[src/rtl/sd_dma_axi_writer_if.sv]
// AXI4 write-channel bundle between the SD DMA writer (master) and the memory side (slave).
interface sd_dma_axi_writer_if;
   logic [31:0] awaddr;
   logic [7:0]  awlen;
   logic [2:0]  awsize;
   logic [1:0]  awburst;
   logic        awvalid;
   logic        awready;
   logic [31:0] wdata;
   logic [3:0]  wstrb;
   logic        wlast;
   logic        wvalid;
   logic        wready;
   logic [1:0]  bresp;
   logic        bvalid;
   logic        bready;

   modport master (
      output awaddr, awlen, awsize, awburst, awvalid, wdata, wstrb, wlast, wvalid, bready,
      input  awready, wready, bresp, bvalid
   );

   modport slave (
      input  awaddr, awlen, awsize, awburst, awvalid, wdata, wstrb, wlast, wvalid, bready,
      output awready, wready, bresp, bvalid
   );
endinterface

[src/rtl/sd_dma_axi_writer.sv]
// Packs the SD read stream into 32-bit words, buffers them in a FWFT FIFO and
// drains the FIFO to memory as AXI4 INCR bursts.
module sd_dma_axi_writer #(
   parameter int BURST_LEN  = 16,
   parameter int FIFO_DEPTH = 64
) (
   input  logic                clk,
   input  logic                rst,
   input  logic                start,
   input  logic [31:0]         base_addr,
   input  logic                wr_en,
   input  logic [15:0]         wr_data,
   input  logic                wr_last,
   output logic                busy,
   output logic                done,
   output logic                overflow,
   output logic                err,
   sd_dma_axi_writer_if.master m
);

   localparam int              PTR_W      = $clog2(FIFO_DEPTH);
   localparam logic [PTR_W:0]  FULL_CNT   = FIFO_DEPTH[PTR_W:0];
   localparam logic [PTR_W:0]  BURST_CNT  = BURST_LEN[PTR_W:0];
   localparam logic [7:0]      BURST_LEN8 = BURST_LEN[7:0];

   typedef enum logic [2:0] {IDLE, ARM, AW, W, B, DONE} state_t;

   state_t            state, next_state;
   logic [31:0]       cur_addr;
   logic [7:0]        len, beat, arm_len;
   logic [31:0]       mem [FIFO_DEPTH];
   logic [PTR_W-1:0]  wr_ptr, rd_ptr;
   logic [PTR_W:0]    count;
   logic              pend_valid;
   logic [15:0]       pend_data;
   logic              wr_last_q, last_rise_q, last_seen;
   logic              push_req, push_ok, pop, full, fifo_clear;
   logic [31:0]       push_word;

   assign full       = (count == FULL_CNT);
   assign fifo_clear = (state == IDLE);
   // A word completes on the 2nd halfword, or one cycle after wr_last rises with a half-word still pending.
   assign push_req   = pend_valid & (wr_en | last_rise_q);
   assign push_word  = wr_en ? {wr_data, pend_data} : {16'h0, pend_data};
   assign push_ok    = push_req & ~full & ~fifo_clear;
   assign pop        = (state == W) & m.wready;
   assign arm_len    = (count >= BURST_CNT) ? BURST_LEN8 : 8'(count);

   always_ff @(posedge clk) begin
      if (rst) wr_last_q <= 1'b0;
      else     wr_last_q <= wr_last;
   end

   // NOTE: sequential state uses non-blocking assignments so every register samples pre-edge values.
   always_ff @(posedge clk) begin
      if (rst || fifo_clear) begin
         pend_valid  <= 1'b0;
         pend_data   <= 16'h0;
         last_rise_q <= 1'b0;
         last_seen   <= 1'b0;
      end else begin
         last_rise_q <= wr_last & ~wr_last_q;
         if (last_rise_q) last_seen <= 1'b1;
         if (wr_en) begin
            if (pend_valid) begin
               pend_valid <= 1'b0;
            end else begin
               pend_valid <= 1'b1;
               pend_data  <= wr_data;
            end
         end else if (last_rise_q) begin
            pend_valid <= 1'b0;
         end
      end
   end

   always_ff @(posedge clk) begin
      if (rst || fifo_clear) begin
         wr_ptr <= '0;
         rd_ptr <= '0;
         count  <= '0;
      end else begin
         if (push_ok) wr_ptr <= wr_ptr + 1'b1;
         if (pop)     rd_ptr <= rd_ptr + 1'b1;
         case ({push_ok, pop})
            2'b10:   count <= count + 1'b1;
            2'b01:   count <= count - 1'b1;
            default: count <= count;
         endcase
      end
   end

   // NOTE: the storage array has no reset; validity is tracked solely by the pointers and count.
   always_ff @(posedge clk) begin
      if (push_ok) mem[wr_ptr] <= push_word;
   end

   always_ff @(posedge clk) begin
      if (rst) begin
         overflow <= 1'b0;
         err      <= 1'b0;
      end else if (state == IDLE && start) begin
         overflow <= 1'b0;
         err      <= 1'b0;
      end else begin
         if (push_req && full && !fifo_clear)                 overflow <= 1'b1;
         if (state == B && m.bvalid && m.bresp != 2'b00)      err      <= 1'b1;
      end
   end

   always_ff @(posedge clk) begin
      if (rst) begin
         state    <= IDLE;
         cur_addr <= 32'h0;
         len      <= 8'h0;
         beat     <= 8'h0;
      end else begin
         state <= next_state;
         case (state)
            IDLE: if (start) cur_addr <= base_addr;
            ARM:  if (next_state == AW) begin
                     len  <= arm_len;
                     beat <= 8'h0;
                  end
            W:    if (pop) beat <= beat + 1'b1;
            B:    if (m.bvalid) cur_addr <= cur_addr + {22'h0, len, 2'b00};
            default: ;
         endcase
      end
   end

   // NOTE: every combinational output gets a default first so no path infers a latch.
   always_comb begin
      next_state = state;
      busy       = 1'b0;
      done       = 1'b0;
      m.awaddr   = 32'h0;
      m.awlen    = 8'h0;
      m.awsize   = 3'b010;
      m.awburst  = 2'b01;
      m.awvalid  = 1'b0;
      m.wdata    = 32'h0;
      m.wstrb    = 4'hF;
      m.wlast    = 1'b0;
      m.wvalid   = 1'b0;
      m.bready   = 1'b0;
      case (state)
         IDLE: if (start) next_state = ARM;
         ARM: begin
            busy = 1'b1;
            if (!start)                                       next_state = IDLE;
            else if (count >= BURST_CNT)                      next_state = AW;
            else if (last_seen && count != '0)                next_state = AW;
            else if (last_seen && count == '0 && !pend_valid) next_state = DONE;
         end
         AW: begin
            busy      = 1'b1;
            m.awaddr  = cur_addr;
            m.awlen   = len - 8'd1;
            m.awvalid = 1'b1;
            if (m.awready) next_state = W;
         end
         W: begin
            busy     = 1'b1;
            m.wvalid = 1'b1;
            m.wdata  = mem[rd_ptr];
            m.wlast  = (beat == len - 8'd1);
            if (m.wready && beat == len - 8'd1) next_state = B;
         end
         B: begin
            busy     = 1'b1;
            m.bready = 1'b1;
            if (m.bvalid) next_state = ARM;
         end
         DONE: begin
            done = 1'b1;
            if (!start) next_state = IDLE;
         end
         default: next_state = IDLE;
      endcase
   end

endmodule

[src/flat_wrapper.sv]
// flat-port wrapper written by rule: the top's interface ports become plain ports
module sd_dma_axi_writer_flat 
#(
   parameter int BURST_LEN  = 16,
   parameter int FIFO_DEPTH = 64
)
  (clk, rst, start, base_addr, wr_en, wr_data, wr_last, busy, done, overflow, err, m_awaddr, m_awlen, m_awsize, m_awburst, m_awvalid, m_wdata, m_wstrb, m_wlast, m_wvalid, m_bready, m_awready, m_wready, m_bresp, m_bvalid);
  sd_dma_axi_writer_if m_i ();
  input  logic clk;
  input  logic rst;
  input  logic start;
  input  logic [31:0] base_addr;
  input  logic wr_en;
  input  logic [15:0] wr_data;
  input  logic wr_last;
  output logic busy;
  output logic done;
  output logic overflow;
  output logic err;
  output wire logic [$bits(m_i.awaddr)-1:0] m_awaddr;
  output wire logic [$bits(m_i.awlen)-1:0] m_awlen;
  output wire logic [$bits(m_i.awsize)-1:0] m_awsize;
  output wire logic [$bits(m_i.awburst)-1:0] m_awburst;
  output wire logic [$bits(m_i.awvalid)-1:0] m_awvalid;
  output wire logic [$bits(m_i.wdata)-1:0] m_wdata;
  output wire logic [$bits(m_i.wstrb)-1:0] m_wstrb;
  output wire logic [$bits(m_i.wlast)-1:0] m_wlast;
  output wire logic [$bits(m_i.wvalid)-1:0] m_wvalid;
  output wire logic [$bits(m_i.bready)-1:0] m_bready;
  input wire logic [$bits(m_i.awready)-1:0] m_awready;
  input wire logic [$bits(m_i.wready)-1:0] m_wready;
  input wire logic [$bits(m_i.bresp)-1:0] m_bresp;
  input wire logic [$bits(m_i.bvalid)-1:0] m_bvalid;
  assign m_awaddr = m_i.awaddr;
  assign m_awlen = m_i.awlen;
  assign m_awsize = m_i.awsize;
  assign m_awburst = m_i.awburst;
  assign m_awvalid = m_i.awvalid;
  assign m_wdata = m_i.wdata;
  assign m_wstrb = m_i.wstrb;
  assign m_wlast = m_i.wlast;
  assign m_wvalid = m_i.wvalid;
  assign m_bready = m_i.bready;
  assign m_i.awready = m_awready;
  assign m_i.wready = m_wready;
  assign m_i.bresp = m_bresp;
  assign m_i.bvalid = m_bvalid;
  sd_dma_axi_writer #(.BURST_LEN(BURST_LEN), .FIFO_DEPTH(FIFO_DEPTH)) u_core (.clk(clk), .rst(rst), .start(start), .base_addr(base_addr), .wr_en(wr_en), .wr_data(wr_data), .wr_last(wr_last), .busy(busy), .done(done), .overflow(overflow), .err(err), .m(m_i));
endmodule
[config.mk]
export PLATFORM = sky130hd
export DESIGN_NAME = sd_dma_axi_writer_flat
export DESIGN_NICKNAME = d
export VERILOG_FILES = /design/src/rtl/sd_dma_axi_writer_if.sv /design/src/rtl/sd_dma_axi_writer.sv /design/src/flat_wrapper.sv
export SDC_FILE = /design/constraint.sdc
export NUM_CORES = 2
export LEC_CHECK = 0
export BUFFER_PORTS_ARGS = -buffer_cell sky130_fd_sc_hd__buf_2
export CORE_ASPECT_RATIO = 1.75
export CORE_MARGIN = 2
export CORE_UTILIZATION = 35
export CTS_CLUSTER_DIAMETER = 60
export DETAILED_ROUTE_END_ITERATION = 16
export SLEW_MARGIN = 15
export SYNTH_ARGS = -nofsm -noshare
export SYNTH_HDL_FRONTEND = slang
export SYNTH_SLANG_ARGS = --single-unit
export TNS_END_PERCENT = 20
[constraint.sdc]
create_clock -name clk -period 4 [get_ports clk]
set_clock_uncertainty 0.15 [all_clocks]
set_input_delay 0.4 -clock clk [delete_from_list [all_inputs] [get_ports clk]]
set_output_delay 0.4 -clock clk [all_outputs]
set_load 0.02 [all_outputs]
== After elaboration in Yosys (flattened, before gate mapping) ==
Memories as Yosys holds them, arrays and structs flattened. A register that Yosys moved wholly into a read port is not among the register bits.
Index checks and enable logic that the tools add are counted.

* Equal/unequal tests: 14
* $add $sub $neg: 7
* Bitwise logic cells: 10
* Reductions and logical operators: 26
* Muxes and demuxes: 35
* $lt $le $gt $ge: 1

{| class="wikitable"
|+ Operators by type and width
! cell !! number
|-
| $mux W32 || 5
|-
| $pmux W32 S2 || 1
|-
| $add A32 B10 Y32 || 1
|-
| $mux W3 || 9
|-
| $mux W8 || 3
|-
| $pmux W3 S6 || 1
|-
| $pmux W8 S2 || 1
|-
| $pmux W7 S2 || 1
|-
| $add A6 B1 Y6 const B || 2
|-
| $mux W6 || 2
|-
| $mux W1 || 11
|-
| $reduce_bool A2 Y1 || 5
|-
| $eq A3 B2 Y1 const B || 3
|-
| $logic_and A1 B1 Y1 || 9
|-
| $add A8 B1 Y8 const B || 1
|-
| $eq A8 B8 Y1 || 1
|-
| $sub A8 B1 Y8 const B || 1
|-
| $add A7 B1 Y7 const B || 1
|-
| $eq A7 B7 Y1 const B || 1
|-
| $ge A7 B5 Y1 const B || 1
|-
| $logic_not A7 Y1 || 1
|-
| $mux W7 || 1
|-
| $reduce_bool A7 Y1 || 1
|-
| $sub A7 B1 Y7 const B || 1
|-
| other kinds (16) || 29
|}

* Memories kept: 1
* Flip-flop bits (word level): 92
* RAM bits: 2,048
* Logic and storage cells: 108
* Output and inout bits: 89
* Input bits: 58

{| class="wikitable"
|+ Memories
! name !! depth !! width !! read ports !! clocked after memory_dff !! wr ports !! RTL line !! RTL
|-
| u_core.mem || 64 || 32 || 1 || 1 || 1 || sd_dma_axi_writer.sv:31 || <nowiki>logic [31:0] mem [FIFO_DEPTH];</nowiki>
|}

== Logic depth before layout (Yosys ltp) ==
* Word-level depth: 11
* Depth in mapped cells: 15

== Worst setup path after synthesis ==
Ideal clock, no wire load.

* Path type: flip-flop to flip-flop
* Start point: register u_core.state[2]
* End point: register u_core.count[6]
* Cell stages (with the launch flop): 15
* Slack: 0.503 ns
* Path buffers: 2
* Clock period less this slack: 3.497 ns
* Arrival: 3.277 ns
* Library setup time: 0.070 ns
* Cells stage by stage: dfxtp_1 clkbuf_1 nand3b_1 inv_2 nand2_1 inv_1 clkbuf_1 ha_1 ha_1 nor2b_1 o21ai_0 a21boi_0 or4_1 a31o_2 a21oi_1

* Elaborated cells on any way between the ends: 10

{| class="wikitable"
|+ RTL lines
! what !! RTL line !! RTL
|-
| start: declaration || sd_dma_axi_writer.sv:28 || <nowiki>state_t state, next_state;</nowiki>
|-
| start signal: assignment || sd_dma_axi_writer.sv:118 || <nowiki>state <= next_state;</nowiki>
|-
| $eq A3 B2 Y1 * || sd_dma_axi_writer.sv:46 || <nowiki>assign pop = (state == W) & m.wready;</nowiki>
|-
| $and A1 B1 Y1 * || sd_dma_axi_writer.sv:46 ||
|-
| via u_core.pop || sd_dma_axi_writer.sv:37 || <nowiki>logic push_req, push_ok, pop, full, fifo_clear;</nowiki>
|-
| $eq A2 B1 Y1 or $eq A2 B2 Y1 (tied branches) || sd_dma_axi_writer.sv:85 || <nowiki>case ({push_ok, pop})</nowiki>
|-
| $pmux W7 S2 or $reduce_bool A2 Y1 (tied branches) || - ||
|-
| end signal: assignment || sd_dma_axi_writer.sv:86 || <nowiki>2'b10: count <= count + 1'b1;</nowiki>
|-
| end signal: assignment || sd_dma_axi_writer.sv:87 || <nowiki>2'b01: count <= count - 1'b1;</nowiki>
|-
| end signal: assignment || sd_dma_axi_writer.sv:88 || <nowiki>default: count <= count;</nowiki>
|-
| end: declaration || sd_dma_axi_writer.sv:33 || <nowiki>logic [PTR_W:0] count;</nowiki>
|}

The timed path passes the listed nets; every way through them passes the cells marked *.
A chain may end at the register's enable or synchronous reset.

==> flow_summary.ini <==
[die]
ioPinCount = 147
die_x_um = 374
start_util_pct = 35.2
die_y_um = 652
dieArea_um2 = 244000
rows = 237
coreArea_um2 = 238000

[sta]
fin_crit_sh_pct = 102
hold_viol = 0
final.min_clock_period_ns = 4.07
setup_viol = 13
final-max-slew-violation-count = 0
rsz0062_at_grt = true
setup_ws_ns = -0.0687
clock.fmax_mhz = 246
slew_headroom_pct = 16.3
worstMarginPinSlew_ns = 1.26

[flow_run]
maxCapViolCount = 0

[power]
max-vdd-ir-drop_mv = 0.397
p_per_area_nw_per_um2 = 430
switching_share_pct = 19.7
clock_power_share_pct = 41.7
p_leak_nw = 30.7
power.total_w = 0.0429
switching_power_w = 0.00844
p_seq_share_pct = 57.2
combPwrFrac_pct = 1.1
p_int_w = 0.0345

[detailed_routing]
drc = 0
drt_pass1_iterations = 5
ant_nets = 0
drt_wl_total_um = 244000
vias = 44100
wl_met1_um = 86600
viasPerCell = 5.60
top_layer = met5
drtIter0Drc = 4484
dr_wl_met2_um = 132000
wl_met3_um = 14400
wl_per_cell_um = 31.1

[synth]
yosys_warnings = 0
syn_inst = 4045
synth_top_area_cell = edfxtp_1
ys_async_sr_fraction_pct = 0
yosysUniqueCellTypes = 70
synth_area_per_cell_um2 = 20.8
synth_area_leaders = edfxtp_1 (73%), mux4_2 (15%), dfxtp_1 (2.3%)
yosysMostFrequentCell = edfxtp_1
ys_seq_area_share_pct = 75.6
synthFlopType = edfxtp_1
netlist_area_um2 = 84000
synth.cells.most_frequent = edfxtp_1 (2,048), mux4_2 (558), nor2_1 (190)
synth_top_area_share_pct = 73.2
yosys_register_bits = 2145
synth_edf_count = 2048

[grt]
grt_max_degree = 66
track_usage_pct = 19.7
antenna_found_initial = 12
first_global_vias = 45500
grt_pass1_wl_um = 343000
grt_overflow = 0

[placement]
hpwl_um = 143000
numPortBuffers = 137
place_congestion = 0.841
place_area_um2 = 90700

[min_path]
hold_class = in2reg
min_from = m_bvalid
hold_depth = 5
hold_path_end = u_core.state[2]$_SDFF_PP0_

[clock_tree]
path_clk_slew_ns = 0.07
cts_tree = yes
ctsRootBufferMaster = clkbuf_16
htreeDepth = 4
worstSkewPairLatency_ns = 0.87
cts_made_buffers = 186
clock_sink_count = 2145
cts_buffer_depth = 4

[worst_setup_path]
r2r_cells = 11
r2r_slack_ns = 0.32
crit_fanout = 16
worstReg2RegStart = u_core.len[0]$_SDFFE_PP0P_
critical_path_arrival_ns = 3.52
critPathLaunchType = flop
r2r_end = u_core.cur_addr[28]$_SDFFE_PP0P_
cp.required_ns = 3.45
end_kind = primary output
worstSetupPathType = reg2out

[final_layout]
fin_area_um2 = 99800
nFillCells = 20800
syn_to_final_growth_pct = 18.9
fin_nets = 4692
drive_gt1_share_pct = 33.3
multi_input_area_um2 = 20300
seqCellArea_um2 = 63500

[outcome]
violations = negative setup slack
status = finished, violations left
worst max path at each step:
stage,end,slack (ns),cells past startpoint
after global routing,m_wdata[1],-0.13,9
after floorplan,u_core.count[6]$_SDFFE_PP0P_,0.50,14
after global placement,m_wdata[0],0.04,9
after CTS,m_wdata[7],-0.09,10
final,m_wdata[22],-0.07,8
after detailed placement,m_wdata[0],0.05,9
routing by layer:
layer  vias to the layer above  GRT usage, %
li1                      17900             -
met1                     23800          22.6
met2                      1845          36.8
met3                       457          2.50
met4                         4          8.03
met5                         -             0
per-stage QoR:
| step | worst slack [ns] | hold WS [ns] | setup TNS, ns | instances | util [%] |
|---|---|---|---|---|---|
| after global placement | 0.0361 | 0.232 | 0 | 7351 | 38.0 |
| after detailed placement | 0.0541 | 0.240 | 0 | 7351 | 38.0 |
| after floorplan | 0.503 | 0.223 | 0 | 4052 | - |
| final | -0.0687 | 0.107 | -0.354 | 7862 | 41.9 |
| after CTS | -0.0861 | 0.0479 | -1.22 | 7826 | 41.7 |
| after global routing | -0.129 | 0.131 | -2.05 | 7859 | 41.9 |
layout make-up:
class,count,share of cell area [%]
Timing Repair Buffer,608,6.15
Clock buffer,221,4.90
Clock inverter,100,0.965
Inverter,24,0.0940
Tap cell,3107,3.89
Antenna cell,7,0.0176
Multi-Input combinational cell,1650,20.4
Sequential cell,2145,63.6
sequential cells by signal, summed over array words and instances, names as in the netlist, named ones only:
register,flops
u_core.last_rise_q,1
u_core.wr_ptr,6
u_core.err,1
u_core.rd_ptr,6
u_core.state,3
u_core.count,7
u_core.len,7
u_core.mem,2048
u_core.last_seen,1
u_core.pend_valid,1
u_core.beat,8
u_core.cur_addr,32
u_core.wr_last_q,1
u_core.overflow,1
u_core.pend_data,16
logic make-up (layout without fill, tap and decap cells):
logic type | Yosys count | in the layout | share of synthesized area, %
flops | 2145 | 2145 | 75.6
mux | 661 | 661 | 16.2
simple gates | 605 | 605 | 3.44
compound gates | 325 | 325 | 2.57
buf+inv | 257 | 953 | 1.57
xor+xnor | 31 | 31 | 0.323
fa+ha+maj | 19 | 19 | 0.301
other cells | 2 | 16 | 0.00894
timing repair:
action | in CTS | in global routing
hold buffers | 71 | 0
pin swaps | 11 | 5
endpoints found under the hold margin | 63 | 0
endpoints found under the setup margin | 32 | 29
gates resized for setup | 180 | 36
setup buffers | 61 | 28
gates cloned | 22 | 0
worst max-delay path, stage by stage (launching register included):
cell and delay (ns):
dfxtp_4 0.62, buf_4 0.39, or2_2 0.42, buf_4 0.34
o22ai_2 0.10, buf_4 0.17, nor3_1 0.26, buf_4 0.19
buf_2 0.16
placed cells by master (no fill, tap or decap), types with 31 or more instances in the layout:
cell type         n
a211oi_1         34
mux2i_1          67
mux4_2          558
clkinv_2         31
nor2_1          119
dfxtp_1          76
dlygate4sd3_1    71
a21oi_1          66
clkbuf_16       191
buf_2           125
buf_12           60
buf_4           287
nand2_1         160
and3_1           39
nor2_4           64
edfxtp_1       2048
clkinv_1         38
power by group through the flow:
stage | registers, W | clock network (W) | logic, W
2_1_floorplan | 0.0250 | 0 | 0.000216
3_3_place_gp | 0.0250 | 0 | 0.000391
3_5_place_dp | 0.0250 | 0 | 0.000412
4_1_cts | 0.0245 | 0.0182 | 0.000471
5_1_grt | 0.0245 | 0.0189 | 0.000517
6_report | 0.0245 | 0.0179 | 0.000484
(Power assumes the default switching activity.)
